[config.mk]
export PLATFORM = sky130hd
export DESIGN_NAME = core_pipe_fetch_ctrl
export DESIGN_NICKNAME = d
export VERILOG_FILES = /design/src/rtl/core_pipe_fetch_ctrl.sv
export SDC_FILE = /design/constraint.sdc
export NUM_CORES = 1
export LEC_CHECK = 0
export BUFFER_PORTS_ARGS = -buffer_cell sky130_fd_sc_hd__clkbuf_2
export CAP_MARGIN = 5
export CELL_PAD_IN_SITES_DETAIL_PLACEMENT = 1
export CELL_PAD_IN_SITES_GLOBAL_PLACEMENT = 1
export CORE_MARGIN = 2
export CORE_UTILIZATION = 44
export DETAILED_ROUTE_END_ITERATION = 8
export GPL_TIMING_DRIVEN = 0
export PLACE_DENSITY = 0.76
export SLEW_MARGIN = 10
export SYNTH_ARGS = -nofsm -noshare
export SYNTH_HDL_FRONTEND = slang
export SYNTH_SLANG_ARGS = --single-unit
[constraint.sdc]
create_clock -name g_clk -period 11.65 [get_ports g_clk]
set_clock_uncertainty 0.15 [all_clocks]
set_input_delay 1.165 -clock g_clk [delete_from_list [all_inputs] [get_ports g_clk]]
set_output_delay 1.165 -clock g_clk [all_outputs]
set_load 0.01 [all_outputs]
[src/rtl/core_pipe_fetch_ctrl.sv]
// Fetch-stage controller: issues word-aligned imem requests under a credit limit,
// buffers responses for decode, and squashes in-flight fetches on a redirect.
module core_pipe_fetch_ctrl #(
  parameter int              XLEN      = 64,
  parameter logic [XLEN-1:0] PC_RESET  = 64'h0000_0000_8000_0000,
  parameter int              BUF_DEPTH = 2
) (
  input  logic            g_clk,
  input  logic            g_reset,
  input  logic            cf_valid,
  output logic            cf_ack,
  input  logic [XLEN-1:0] cf_target,
  output logic            imem_req,
  input  logic            imem_gnt,
  output logic [XLEN-1:0] imem_addr,
  input  logic            imem_recv,
  input  logic [31:0]     imem_rdata,
  input  logic            imem_error,
  output logic            f_valid,
  input  logic            f_ready,
  output logic [31:0]     f_data,
  output logic [XLEN-1:0] f_pc,
  output logic            f_error
);

  localparam int CW = $clog2(BUF_DEPTH + 1);
  localparam int AW = $clog2(BUF_DEPTH);

  typedef enum logic {S_RUN = 1'b0, S_ERR = 1'b1} state_e;

  typedef struct packed {
    logic [31:0]     data;
    logic [XLEN-1:0] pc;
    logic            err;
  } fb_entry_t;

  state_e            state_q, state_d;
  logic [XLEN-1:0]   fetch_pc_q, fetch_pc_d;
  logic [XLEN-1:0]   rsp_pc_q, rsp_pc_d;
  logic [CW-1:0]     outst_q, outst_d;
  logic [CW-1:0]     drop_q, drop_d;
  logic [CW-1:0]     cnt_q, cnt_d;
  logic [AW-1:0]     rd_ptr_q, rd_ptr_d;
  logic [AW-1:0]     wr_ptr_q, wr_ptr_d;
  logic              pend_q, pend_d;
  fb_entry_t         fb_q [BUF_DEPTH];
  fb_entry_t         head;

  logic              credit_ok;
  logic              issue_ok;
  logic              grant;
  logic              keep;
  logic              push;
  logic              pop;
  logic [XLEN-1:0]   target_al;

  assign target_al = cf_target & ~XLEN'(3);
  assign credit_ok = ({1'b0, outst_q} + {1'b0, cnt_q}) < (CW+1)'(BUF_DEPTH);
  assign grant     = imem_req && imem_gnt;
  assign keep      = imem_recv && (drop_q == '0) && !cf_ack;
  assign push      = keep;
  assign pop       = f_valid && f_ready;

  // FSM: state register
  always_ff @(posedge g_clk) begin
    if (g_reset) state_q <= S_RUN;
    else         state_q <= state_d;
  end

  // FSM: next state
  always_comb begin
    state_d = state_q;
    case (state_q)
      S_RUN:   if (cf_ack) state_d = S_RUN;
               else if (keep && imem_error) state_d = S_ERR;
      S_ERR:   if (cf_ack) state_d = S_RUN;
      default: state_d = S_RUN;
    endcase
  end

  // FSM: outputs. A stalled request (pend_q) is held regardless of state or cf_valid;
  // new requests are suppressed while cf_valid is high so the redirect can be taken.
  always_comb begin
    issue_ok = 1'b0;
    case (state_q)
      S_RUN:   issue_ok = credit_ok;
      S_ERR:   issue_ok = 1'b0;
      default: issue_ok = 1'b0;
    endcase
    imem_req = !g_reset && (pend_q || (issue_ok && !cf_valid));
    cf_ack   = !g_reset && cf_valid && !(imem_req && !imem_gnt);
  end

  assign imem_addr = fetch_pc_q;

  always_comb begin
    pend_d     = imem_req && !imem_gnt;
    fetch_pc_d = grant ? fetch_pc_q + XLEN'(4) : fetch_pc_q;
    rsp_pc_d   = keep  ? rsp_pc_q + XLEN'(4)   : rsp_pc_q;

    case ({grant, imem_recv})
      2'b10:   outst_d = outst_q + CW'(1);
      2'b01:   outst_d = outst_q - CW'(1);
      default: outst_d = outst_q;
    endcase

    drop_d = drop_q;
    if (imem_recv && (drop_q != '0)) drop_d = drop_q - CW'(1);

    cnt_d    = cnt_q;
    rd_ptr_d = rd_ptr_q;
    wr_ptr_d = wr_ptr_q;
    case ({push, pop})
      2'b10:   cnt_d = cnt_q + CW'(1);
      2'b01:   cnt_d = cnt_q - CW'(1);
      default: cnt_d = cnt_q;
    endcase
    if (push) wr_ptr_d = wr_ptr_q + AW'(1);
    if (pop)  rd_ptr_d = rd_ptr_q + AW'(1);

    // Everything still outstanding after this cycle belongs to the old stream.
    if (cf_ack) begin
      fetch_pc_d = target_al;
      rsp_pc_d   = target_al;
      drop_d     = outst_d;
      cnt_d      = '0;
      rd_ptr_d   = '0;
      wr_ptr_d   = '0;
    end
  end

  always_ff @(posedge g_clk) begin
    if (g_reset) begin
      fetch_pc_q <= PC_RESET;
      rsp_pc_q   <= PC_RESET;
      outst_q    <= '0;
      drop_q     <= '0;
      cnt_q      <= '0;
      rd_ptr_q   <= '0;
      wr_ptr_q   <= '0;
      pend_q     <= 1'b0;
    end else begin
      fetch_pc_q <= fetch_pc_d;
      rsp_pc_q   <= rsp_pc_d;
      outst_q    <= outst_d;
      drop_q     <= drop_d;
      cnt_q      <= cnt_d;
      rd_ptr_q   <= rd_ptr_d;
      wr_ptr_q   <= wr_ptr_d;
      pend_q     <= pend_d;
    end
  end

  // Buffer storage needs no reset: outputs are masked while empty.
  always_ff @(posedge g_clk) begin
    if (push) fb_q[wr_ptr_q] <= '{data: imem_rdata, pc: rsp_pc_q, err: imem_error};
  end

  assign head    = fb_q[rd_ptr_q];
  assign f_valid = (cnt_q != '0);
  assign f_data  = f_valid ? head.data : '0;
  assign f_pc    = f_valid ? head.pc   : '0;
  assign f_error = f_valid ? head.err  : 1'b0;

endmodule

-- Word level (Yosys, flattened, before mapping)
Memory sizes are Yosys's and may differ from the RTL's. A register that Yosys moved wholly into a read port is not among the register bits.
Cells that the tools add are included.
- flip-flop bits (word level): 138
- bits in writable memories: 194
- input port bits: 103
- word-level logic and storage cells: 73
- memories: 1
- add/sub/neg operators: 10
- magnitude comparators: 1
- equal/unequal tests: 4
- mux-type cells: 20
- bitwise operators: 1
- reduce and logical (&&, ||, !) cells: 25
- memory list (name ; words ; width ; rd ports ; clocked after memory_dff ; wr ports ; line ; source):
    fb_q ; 2 ; 97 ; 1 ; 1 ; 1 ; 46 ; fb_entry_t fb_q [BUF_DEPTH];
- operator list (operator ; count):
    64-bit 2-to-1 mux ; 5
    64-bit by 3-bit adder with 64-bit output, second input constant ; 2
    32-bit 2-to-1 mux ; 1
    2-bit nonzero test ; 6
    1-bit logical AND ; 11
    1-bit 2-to-1 mux ; 8
    2-bit case mux with 2 select lines ; 2
    2-bit by 1-bit subtractor with 2-bit output, second input constant ; 3
    1-bit zero test ; 5
    2-bit by 1-bit adder with 2-bit output, second input constant ; 2
    2-bit by 1-bit equality test with 1-bit output, second input constant ; 2
    2-bit equality test, second input constant ; 2
    2-bit 2-to-1 mux ; 2
    1-bit case mux with 2 select lines ; 2
    2-bit by 2-bit adder with 3-bit output ; 1
    3-bit by 2-bit less-than comparator with 1-bit output, second input constant ; 1
    1-bit adder, second input constant ; 2
    2-bit zero test ; 1
    2-bit OR reduction ; 1
    1-bit logical OR ; 1
    1-bit NOT ; 1

-- Depth between registers and ports, before layout
Gate-level depths: netlist (run 1).
- depth in word-level cells: 15
- depth in mapped cells: 12
- gate-level depth less buffers: 12

-- Worst setup path after synthesis (run 1)
No wires, ideal clock.
- path kind: in2reg
- start: input port imem_gnt
- end: memory fb_q[1][0] in the netlist's numbering (enable)
- arrival: 9.003 ns
- slack: 1.812 ns
- cell stages on the path: 7
- cells stage by stage: nor2b_1 > nor2_1 > nand2_1 > inv_1 > clkbuf_1 > clkbuf_1 > nor3b_1
- cells in the longest elaborated chain, start to end: 8
- RTL lines (what ; line ; source):
    start, declared ; 14 ; input logic imem_gnt,
    1-bit zero test ; 91 ; cf_ack = !g_reset && cf_valid && !(imem_req && !imem_gnt);
    1-bit logical AND ; 91 ;
    1-bit zero test ; 91 ;
    1-bit logical AND ; 91 ;
    named net cf_ack ; 11 ; output logic cf_ack,
    1-bit zero test ; 60 ; assign keep = imem_recv && (drop_q == '0) && !cf_ack;
    1-bit logical AND ; 60 ;
    1-bit 2-to-1 mux ; 156 ; if (push) fb_q[wr_ptr_q] <= '{data: imem_rdata, pc: rsp_pc_q, err: imem_error};
    1-bit 2-to-1 mux (not written as such) ; 156 ;
    end, declared ; 46 ;
The timed path passes the listed nets, and every way through them passes these cells.

-- Worst setup path after layout (run 1)
- start: input port imem_gnt
- end: output port cf_ack
- cells in the longest elaborated chain, start to end: 4
- RTL lines (what ; line):
    1-bit zero test ; 91
    1-bit logical AND ; 91
    1-bit zero test ; 91
    1-bit logical AND ; 91
    end, declared ; 11
Every way passes these cells.

==> flow_summary_export.csv, run 1 <==
group,metric,value,unit
pwr,power_frac_comb,0.128,
critical_path,crit_buf_inv,5,
die,ios,267,
critical_path,crit_path_end_kind,"output port",
timing,hold_viol,0,
timing,min_period_over_period,0.438,
logic_synthesis,syn_avg_cell_area,10.5,sq um
clock_tree,clock-sinks,325,
critical_path,crit_required,10.34,ns
place,dp_hpwl,41300,um
place,numPortBuffers,260,
grt,grt_pass1_vias,13497,
routing,final_antenna_net_count,0,
pwr,power.share.switching,0.274,
critical_path,cpLargestDelayFamily,"buffers and inverters",
routing,drc,0,
critical_path,slowest_stage,"clkbuf_1",
clock_tree,cts_resized,0,
logic_synthesis,synth-main-ff-cell,"edfxtp_1",
layout,final_common_cell,"clkbuf_2",
pwr,p_seq_frac,0.479,
layout,final_cell_mix,"clkbuf_2, nor2_1, edfxtp_1, dfxtp_1, nand2_1",
timing,tightest_slew,1.31,ns
logic_synthesis,synth-seq-cells,325,
pwr,power.leakage,6.58,nW
logic_synthesis,ys_seq_area_frac,0.558,
place,gp_congestion,0.959,
routing,wl_per_cell,24.8,um
die,initial_core_util,0.448,
grt,grt_usage,0.307,
die,core-area,33600,sq um
layout,fin_util,0.544,
grt,grt-ovfl-total,0,
critical_path,path_cells,"clkbuf_2, nor2b_1, nor2_1, nand2_1, inv_1, clkbuf_1, clkbuf_1, clkbuf_2",
routing,firstDrtPassIters,5,
flow_run,cap_violations,0,
routing,viasPerCell,5.94,
critical_path,path_class,"input port to output port",
clock_tree,cts_hold_buf,0,
logic_synthesis,yosysWarnings,0,
timing,slew_viol_final,0,
grt,grt_pass1_wl,83500,um
routing,drt_iter0_markers,998,
timing,max_slew_margin,0.115,
die,die_w,189,um
grt,antenna_found_initial,1,
clock_tree,cts_setup_buffers,0,
layout,fillers,3776,
timing,rsz0062_at_grt,"no",
timing,fmax,196,MHz
clock_tree,ctsHtreeMaxLevel,2,
timing,layout_min_cycle_time,5.10,ns
timing,hold_slack,0.353,ns
grt,grt_max_degree,14,
pwr,clockPowerShare,0.393,
die,die_y,189,um
die,die-area,35700,sq um
timing,setup_violations,0,
routing,detailroute.via_count,13298,
pwr,internal_power,2.10,mW
critical_path,worstPathMaxFanout,10,
die,rows,67,
logic_synthesis,synthCells,1439,
routing,drt_wl_total,55500,um
logic_synthesis,synth-edff-count,190,
outcome,outcome,"complete, no violations",
layout,layout-drive-gt1-share,0.210,
logic_synthesis,ys_types,75,
clock_tree,cts_buffers,37,
clock_tree,cts-root-buf,"clkbuf_16",
logic_synthesis,synthArstFlopShare,0,
critical_path,critPathLaunchType,"input port",
clock_tree,cts_tree,"built",
pwr,power_density,158,nW/um^2
clock_tree,insertion_delay,0.53,ns
critical_path,crit_arrival,3.79,ns
critical_path,max_stage_delay,0.54,ns
pwr,vdd_ir_drop_max,0.0965,mV
logic_synthesis,synthesis.area,15100,sq um
hold_path,min_path_type,"register to register",
clock_tree,clkTransAtPathRegs,0.06,ns
layout,synthToLayoutAreaGrowth,21.4,%
pwr,power.switching,794,uW
clock_tree,cts_buffer_depth,3,
layout,nets,1868,
-- per-stage QoR --
stage / setup TNS, ns / setup slack (ns) / std cells / cell area, sq um / power, mW
after CTS: 0 / 6.58 / 2236 / 18300 / 2.91
after global routing: 0 / 6.50 / 2237 / 18300 / 2.99
after floorplan: 0 / 1.81 / 1442 / 15100 / 1.59
final: 0 / 6.55 / 2237 / 18300 / 2.89
after global placement: -440.61 / -2.69 / 2150 / 16900 / 1.76
after detailed placement: 0 / 6.58 / 2169 / 17100 / 1.77
-- state kept, by name (all words and copies together), names as in the netlist, 2 cells and up, named ones only --
name       count
cnt_q          2
drop_q         2
fb_q         190
imem_addr     62
outst_q        2
rsp_pc_q      62
-- synth_stat cells, types with 24 or more instances --
library cell / n / area share
nor2_1: 193 / 0.048
xnor2_1: 24 / 0.014
o21ai_0: 65 / 0.022
nand3_1: 53 / 0.018
a22oi_1: 25 / 0.012
nand4_1: 51 / 0.021
a21oi_1: 49 / 0.016
and3_1: 25 / 0.010
a211oi_1: 30 / 0.015
nor3_1: 32 / 0.011
xor2_1: 38 / 0.022
nand2_1: 127 / 0.032
edfxtp_1: 190 / 0.38
a31oi_1: 25 / 0.010
clkbuf_1: 58 / 0.014
mux2i_1: 103 / 0.068
dfxtp_1: 135 / 0.18
-- cell families after synthesis --
kind of cell | count (synthesis) | synth area share
muxes | 104 | 0.0692
and+or+nand+nor | 583 | 0.193
other | 1 | 0.000249
xor gates and xnor gates | 62 | 0.0360
adders and majority gates | 5 | 0.00465
DFF | 325 | 0.558
buffers and inverters | 101 | 0.0287
AOI/OAI and AO/OA | 258 | 0.110
-- path summary, 6_finish.rpt --
kind | cells after the start | end | slack, ns | from
worst max-delay path | 8 | cf_ack | 6.55 | imem_gnt
worst min-delay path | 0 | fb_q[1][25] | 0.35 | rsp_pc_q[24]
worst max register to register | 10 | fb_q[1][14] | 7.66 | pend_q
worst min register to register | 0 | fb_q[1][25] | 0.35 | rsp_pc_q[24]
-- cell type report --
type / count / area [sq um] / share of cell area
flip-flops and latches: 325 / 8410 / 0.460
multi-input cells: 1016 / 6250 / 0.342
repair buffers: 279 / 1460 / 0.0796
clock buffers: 56 / 1080 / 0.0590
well taps: 448 / 561 / 0.0306
plain buffers: 90 / 392 / 0.0214
clock inverters: 11 / 105 / 0.00575
inverters: 11 / 41.3 / 0.00226
diodes: 1 / 2.50 / 0.000137
-- per-layer routing --
metal | GRT usage | part of all wire | vias to the layer above
met4 | 0.112 | 0.033 | 0
li1 | - | - | 6001
met1 | 0.411 | 0.42 | 6592
met2 | 0.506 | 0.47 | 593
met5 | 0 | 0 | -
met3 | 0.0450 | 0.078 | 112
-- power by group through the flow --
stage               registers [mW]  clock network, mW  logic [mW]
floorplan                     1.40                  0       0.192
global placement              1.42                  0       0.341
detailed placement            1.41                  0       0.363
CTS                           1.38               1.16       0.367
global route                  1.40               1.20       0.398
finish                        1.39               1.14       0.370
No activity file was read; power rests on OpenSTA's default activity.
==> run 2, diff against run 1 <==
==> constraint.sdc (replaced) <==
create_clock -name g_clk -period 5.1 [get_ports g_clk]
set_clock_uncertainty 0.15 [all_clocks]
set_input_delay 0.51 -clock g_clk [delete_from_list [all_inputs] [get_ports g_clk]]
set_output_delay 0.51 -clock g_clk [all_outputs]
set_load 0.01 [all_outputs]
==> flow_summary_export.csv, run 2 (synthesis gave the netlist of run 1 again) <==
group,metric,value,unit
routing,firstDrtPassIters,5,
place,numPortBuffers,260,
critical_path,cp_num_cells,7,
grt,grt.busiest_layer,"met2",
place,dp_cells,2164,
layout,fillers,3764,
pwr,p_seq_frac,0.477,
critical_path,reg2reg_slack,1.00,ns
pwr,finalPower,6.64,mW
layout,seq_area,8410,sq um
timing,tns,0,ns
critical_path,crit_path_end_kind,"output port",
pwr,power_density,361,nW/um^2
clock_tree,cts_setup_buffers,0,
critical_path,path_common_cell,"clkbuf_1",
grt,grt-ovfl-total,0,
die,die-area,35700,sq um
die,initial_core_util,0.448,
routing,drt_wl_total,55400,um
layout,synthToLayoutAreaGrowth,22.2,%
timing,max_slew_margin,0.00687,
critical_path,crit_start,"pend_q",
critical_path,r2r-end,"fb_q[0][19]",
grt,grt_util_met2,0.503,
outcome,violations,"max-capacitance violations",
die,die_w,189,um
clock_tree,cts_buffer_depth,3,
grt,grt_max_degree,17,
flow_run,cap_violations,1,
critical_path,max_stage_delay,0.60,ns
critical_path,r2r-start,"pend_q",
layout,nets,1863,
timing,fmax,232,MHz
pwr,power_frac_comb,0.131,
pwr,internal_power,4.81,mW
layout,layout-drive-gt1-share,0.210,
routing,final_antenna_net_count,0,
hold_path,min_path_type,"input port to register",
critical_path,crit_required,4.44,ns
clock_tree,cts_resized,0,
layout,stdcell_count,2232,
clock_tree,ctsHtreeMaxLevel,2,
critical_path,ff2ff_path_depth,10,
clock_tree,cts_tree,"built",
layout,largest_register_ff_count,190,
clock_tree,cts_buffers,37,
grt,met3_usage,0.0480,
critical_path,crit_buf_inv,4,
timing,layout_min_cycle_time,4.31,ns
layout,final_cell_mix,"clkbuf_2, nor2_1, edfxtp_1, dfxtp_1, nand2_1",
timing,tightest_slew,1.48,ns
clock_tree,clkTransAtPathRegs,0.06,ns
timing,rsz0062_at_grt,"no",
grt,antenna_found_initial,1,
timing,setup_violations,0,
place,dp_hpwl,41700,um
layout,top_register,"fb_q",
outcome,outcome,"finished, violations left",
die,die_y,189,um
clock_tree,cts_hold_buf,0,
critical_path,path_class,"register to output port",
critical_path,crit_arrival,3.65,ns
layout,fin_util,0.548,
layout,final_common_cell,"clkbuf_2",
critical_path,critPathLaunchType,"register",
routing,wl_per_cell,24.8,um
place,gp_congestion,0.990,
clock_tree,clock-sinks,325,
critical_path,slowest_stage,"clkbuf_1",
die,rows,67,
clock_tree,insertion_delay,0.52,ns
clock_tree,cts-root-buf,"clkbuf_16",
critical_path,cpLargestDelayFamily,"buffers and inverters",
critical_path,worstPathMaxFanout,10,
routing,detailroute.via_count,13353,
pwr,vdd_ir_drop_max,0.225,mV
pwr,clockPowerShare,0.392,
routing,drt_iter0_markers,1023,
grt,grtUsageMet1,0.409,
timing,hold_viol,0,
pwr,power.share.switching,0.276,
timing,slew_viol_final,0,
grt,grt_pass1_vias,13732,
grt,grt_usage,0.307,
critical_path,path_cells,"nor2b_1, nor2_1, nand2_1, inv_1, clkbuf_1, clkbuf_1, clkbuf_2",
pwr,power.switching,1.83,mW
routing,viasPerCell,5.98,
die,core-area,33600,sq um
die,ios,267,
layout,multi_input_area,6260,sq um
routing,drc,0,
critical_path,cp-endpoint,"cf_ack",
timing,min_period_over_period,0.846,
grt,grt_pass1_wl,83600,um
pwr,power.leakage,6.62,nW
## run 2: power by group through the flow
| stage | combinational [mW] | sequential [mW] | clock, mW |
|---|---|---|---|
| after floorplan | 0.441 | 3.18 | 0 |
| after detailed placement | 0.856 | 3.21 | 0 |
| after global placement | 0.786 | 3.21 | 0 |
| final | 0.870 | 3.17 | 2.61 |
| after CTS | 0.863 | 3.16 | 2.63 |
| after global routing | 0.934 | 3.19 | 2.72 |
## run 2: layout make-up
type,instances,area share
diodes,1,0.000136
plain buffers,90,0.0213
clock buffers,51,0.0576
clock inverters,16,0.00632
inverters,11,0.00224
multi-input cells,1016,0.340
flip-flops and latches,325,0.457
well taps,448,0.0305
repair buffers,274,0.0849
## run 2: stage by stage
stage | hold WS, ns | cell area, sq um | setup WS [ns]
2_1_floorplan | 0.284 | 15100 | 0.591
3_3_place_gp | 0.330 | 17000 | -1.46
3_5_place_dp | 0.342 | 17200 | 0.882
4_1_cts | 0.0176 | 18400 | 0.924
5_1_grt | 0.0251 | 18400 | 0.822
6_report | 0.0325 | 18400 | 0.785
## run 2: worst min-delay path by stage
stage	start	endpoint	depth (start not counted)
after floorplan	rsp_pc_q[63]	fb_q[0][64]	0
after global placement	rsp_pc_q[32]	fb_q[0][33]	0
after detailed placement	rsp_pc_q[32]	fb_q[0][33]	0
after CTS	imem_rdata[1]	fb_q[0][66]	1
after global routing	imem_rdata[2]	fb_q[1][67]	1
final	imem_rdata[11]	fb_q[0][76]	1
## run 2: per-layer routing
metal,part of all wire,up-vias
li1,-,5993
met1,0.43,6660
met2,0.46,577
met4,0.037,0
met5,0,-
met3,0.072,123
==> run 3, diff against run 2 <==
--- a/config.mk
+++ b/config.mk
@@ -5,15 +5,16 @@
 export SDC_FILE = /design/constraint.sdc
 export NUM_CORES = 1
 export LEC_CHECK = 0
+export ABC_AREA = 1
 export BUFFER_PORTS_ARGS = -buffer_cell sky130_fd_sc_hd__clkbuf_2
 export CAP_MARGIN = 5
 export CELL_PAD_IN_SITES_DETAIL_PLACEMENT = 1
 export CELL_PAD_IN_SITES_GLOBAL_PLACEMENT = 1
 export CORE_MARGIN = 2
-export CORE_UTILIZATION = 44
+export CORE_UTILIZATION = 38
 export DETAILED_ROUTE_END_ITERATION = 8
 export GPL_TIMING_DRIVEN = 0
-export PLACE_DENSITY = 0.76
+export PLACE_DENSITY = 0.73
 export SLEW_MARGIN = 10
 export SYNTH_ARGS = -nofsm -noshare
 export SYNTH_HDL_FRONTEND = slang
==> constraint.sdc (replaced) <==
create_clock -name g_clk -period 3.6 [get_ports g_clk]
set_clock_uncertainty 0.15 [all_clocks]
set_input_delay 0.36 -clock g_clk [delete_from_list [all_inputs] [get_ports g_clk]]
set_output_delay 0.36 -clock g_clk [all_outputs]
set_load 0.01 [all_outputs]
==> flow_summary_export.csv, run 3 <==
group,metric,value,unit
pwr,internal_power,7.37,mW
logic_synthesis,synth-seq-cells,325,
routing,final_antenna_net_count,0,
grt,grt-ovfl-total,0,
critical_path,crit_arrival,2.85,ns
layout,nets,2774,
critical_path,max_stage_delay,0.57,ns
routing,wl_per_cell,20.9,um
routing,firstDrtPassIters,7,
logic_synthesis,synthArstFlopShare,0,
timing,layout_min_cycle_time,3.36,ns
logic_synthesis,yosysTopAreaCellShare,0.329,
logic_synthesis,ys_types,42,
die,die_y,218,um
timing,tightest_slew,0.785,ns
die,ios,267,
pwr,clockPowerShare,0.367,
critical_path,crit_buf_inv,3,
clock_tree,cts_buffers,38,
pwr,power_frac_comb,0.181,
critical_path,ff2ff_path_depth,8,
logic_synthesis,synthTopCellsByArea,"edfxtp_1, dfxtp_1, nand2_1",
critical_path,path_cells,"nor2_1, clkbuf_1, clkbuf_1, a21oi_1, clkbuf_2",
critical_path,path_common_cell,"clkbuf_1",
clock_tree,insertion_delay,0.57,ns
routing,viasPerCell,5.25,
outcome,outcome,"complete, no violations",
pwr,p_seq_frac,0.451,
clock_tree,cts_resized,0,
clock_tree,cts_setup_buffers,0,
critical_path,crit_required,3.09,ns
logic_synthesis,synthesis.area,17300,sq um
place,gp_congestion,0.959,
critical_path,crit_path_end_kind,"output port",
layout,final_cell_mix,"nand2_1, nor2_1, clkbuf_2, a21oi_1, edfxtp_1",
critical_path,cpLargestDelayFamily,"buffers and inverters",
layout,layout-drive-gt1-share,0.179,
place,numPortBuffers,259,
clock_tree,cts-root-buf,"clkbuf_16",
die,core-area,45200,sq um
timing,max_slew_margin,0.475,
logic_synthesis,synthCells,2315,
place,pre_cts_ws,0.595,ns
clock_tree,cts_buffer_depth,3,
layout,largest_register_ff_count,190,
routing,drt_iter0_markers,1153,
critical_path,slowest_stage,"clkbuf_1",
logic_synthesis,ys_seq_area_frac,0.485,
clock_tree,clkTransAtPathRegs,0.06,ns
pwr,power.leakage,8.42,nW
timing,hold_viol,0,
die,rows,78,
timing,worst_slack,0.236,ns
logic_synthesis,synth-main-ff-cell,"edfxtp_1",
logic_synthesis,yosysTopAreaCell,"edfxtp_1",
logic_synthesis,synth_common_cells,"nand2_1, nor2_1, a21oi_1",
die,die-area,47400,sq um
clock_tree,ctsHtreeMaxLevel,2,
grt,grt_pass1_vias,17920,
timing,setup_violations,0,
pwr,vdd_ir_drop_max,0.333,mV
timing,fmax,297,MHz
timing,slew_viol_final,0,
logic_synthesis,syn_avg_cell_area,7.49,sq um
timing,min_period_over_period,0.934,
layout,synthToLayoutAreaGrowth,22.6,%
die,die_w,218,um
layout,top_register,"fb_q",
grt,grt_pass1_wl,105000,um
grt,grt_max_degree,30,
layout,final_common_cell,"nand2_1",
layout,fillers,5690,
die,initial_core_util,0.384,
critical_path,critPathLaunchType,"register",
flow_run,cap_violations,0,
logic_synthesis,yosysWarnings,0,
hold_path,min_path_type,"input port to register",
timing,rsz0062_at_grt,"no",
layout,antennaDiodeCount,0,
clock_tree,cts_tree,"built",
logic_synthesis,synth-edff-count,190,
routing,drc,0,
critical_path,reg2reg_slack,0.56,ns
layout,fin_util,0.471,
critical_path,worstPathMaxFanout,10,
grt,grt_usage,0.291,
critical_path,r2r-start,"drop_q[0]",
logic_synthesis,yosysMostFrequentCell,"nand2_1",
routing,detailroute.via_count,17292,
critical_path,cp-endpoint,"f_pc[26]",
place,dp_hpwl,53400,um
critical_path,r2r-end,"fb_q[1][65]",
pwr,power_density,506,nW/um^2
critical_path,path_class,"register to output port",
routing,drt_wl_total,69000,um
clock_tree,clock-sinks,325,
critical_path,cp_num_cells,5,
critical_path,crit_start,"cnt_q[1]",
grt,antenna_found_initial,0,
pwr,power.share.switching,0.316,
pwr,power.switching,3.41,mW
==> run 3: cell types whose count changed in the layout (fill, tap and decap cells not counted), sizes merged, moves of 25 or more <==
cell         before  now
nor2            193  401
and3             27    0
dlygate4sd3       1   42
a22oi            25    0
inv              15  181
mux2i           103    1
a211oi           30    0
nand2           129  743
nor3             35    4
xor2             38   13
o21ai            67  145
a21oi            49  223
==> run 3: power by group through the flow <==
stage / combinational [mW] / clock (mW) / sequential, mW
after global routing: 2.17 / 4.18 / 4.91
after global placement: 1.78 / 0 / 4.92
after CTS: 1.95 / 4.02 / 4.85
after detailed placement: 1.90 / 0 / 4.92
after floorplan: 1.10 / 0 / 4.77
final: 1.95 / 3.96 / 4.86
==> run 3: metrics by stage <==
| step | cell area [sq um] | TNS (ns) | power, mW | hold slack, ns | cells |
|---|---|---|---|---|---|
| floorplan | 17400 | -76.82 | 5.88 | 0.275 | 2318 |
| global placement | 19400 | -396.48 | 6.70 | 0.290 | 3177 |
| detailed placement | 19600 | 0 | 6.82 | 0.299 | 3184 |
| CTS | 21300 | 0 | 10.8 | 0.00631 | 3296 |
| global route | 21300 | 0 | 11.3 | 0.0223 | 3296 |
| finish | 21300 | 0 | 10.8 | 0.0430 | 3296 |
==> run 3: cells by family after synthesis <==
group / synth area share
other cells: 0.000216
compound gates: 0.121
buf+inv: 0.0647
simple gates: 0.303
fa+ha+maj: 0.00404
xor+xnor: 0.0217
flops: 0.485
mux: 0.000577
==> run 3: area by class of cell <==
cell class,count,area (sq um),area share
sequential,325,8410,0.395
multi-input combinational,1722,7840,0.369
timing repair buffer,308,1870,0.0880
clock buffer,49,1040,0.0490
tap,600,751,0.0353
inverter,177,667,0.0313
buffer,94,455,0.0214
clock inverter,21,238,0.0112
==> run 3: how the worst min path moves through the flow <==
stage | start | endpoint | slack [ns] | cells past startpoint
after global routing | cf_target[18] | rsp_pc_q[18] | 0.02 | 3
after floorplan | state_q | state_q | 0.28 | 2
after CTS | cf_target[15] | imem_addr[15] | 0.006 | 3
after global placement | state_q | state_q | 0.29 | 2
final | cf_target[15] | imem_addr[15] | 0.04 | 3
after detailed placement | state_q | state_q | 0.30 | 2
==> run 3: what timing repair did <==
item | in CTS | in global routing
hold buffers | 42 | 0
setup endpoints to repair | 0 | 0
endpoints found under the hold margin | 78 | 0
==> run 3: worst register-to-register path, cell delays in order, from the launching register on <==
cell and delay (ns):
dfxtp_1 0.32, inv_1 0.06, ha_1 0.17, nand2_1 0.22
inv_1 0.31, nand2_1 0.26, nor2_4 0.68, buf_12 0.30
buf_12 0.24
==> run 3: metal layers <==
layer / part of all wire / vias up / GRT usage
li1: - / 8243 / -
met4: 0.048 / 0 / 0.136
met3: 0.053 / 143 / 0.0336
met2: 0.47 / 549 / 0.489
met1: 0.42 / 8357 / 0.374
met5: 0 / - / 0
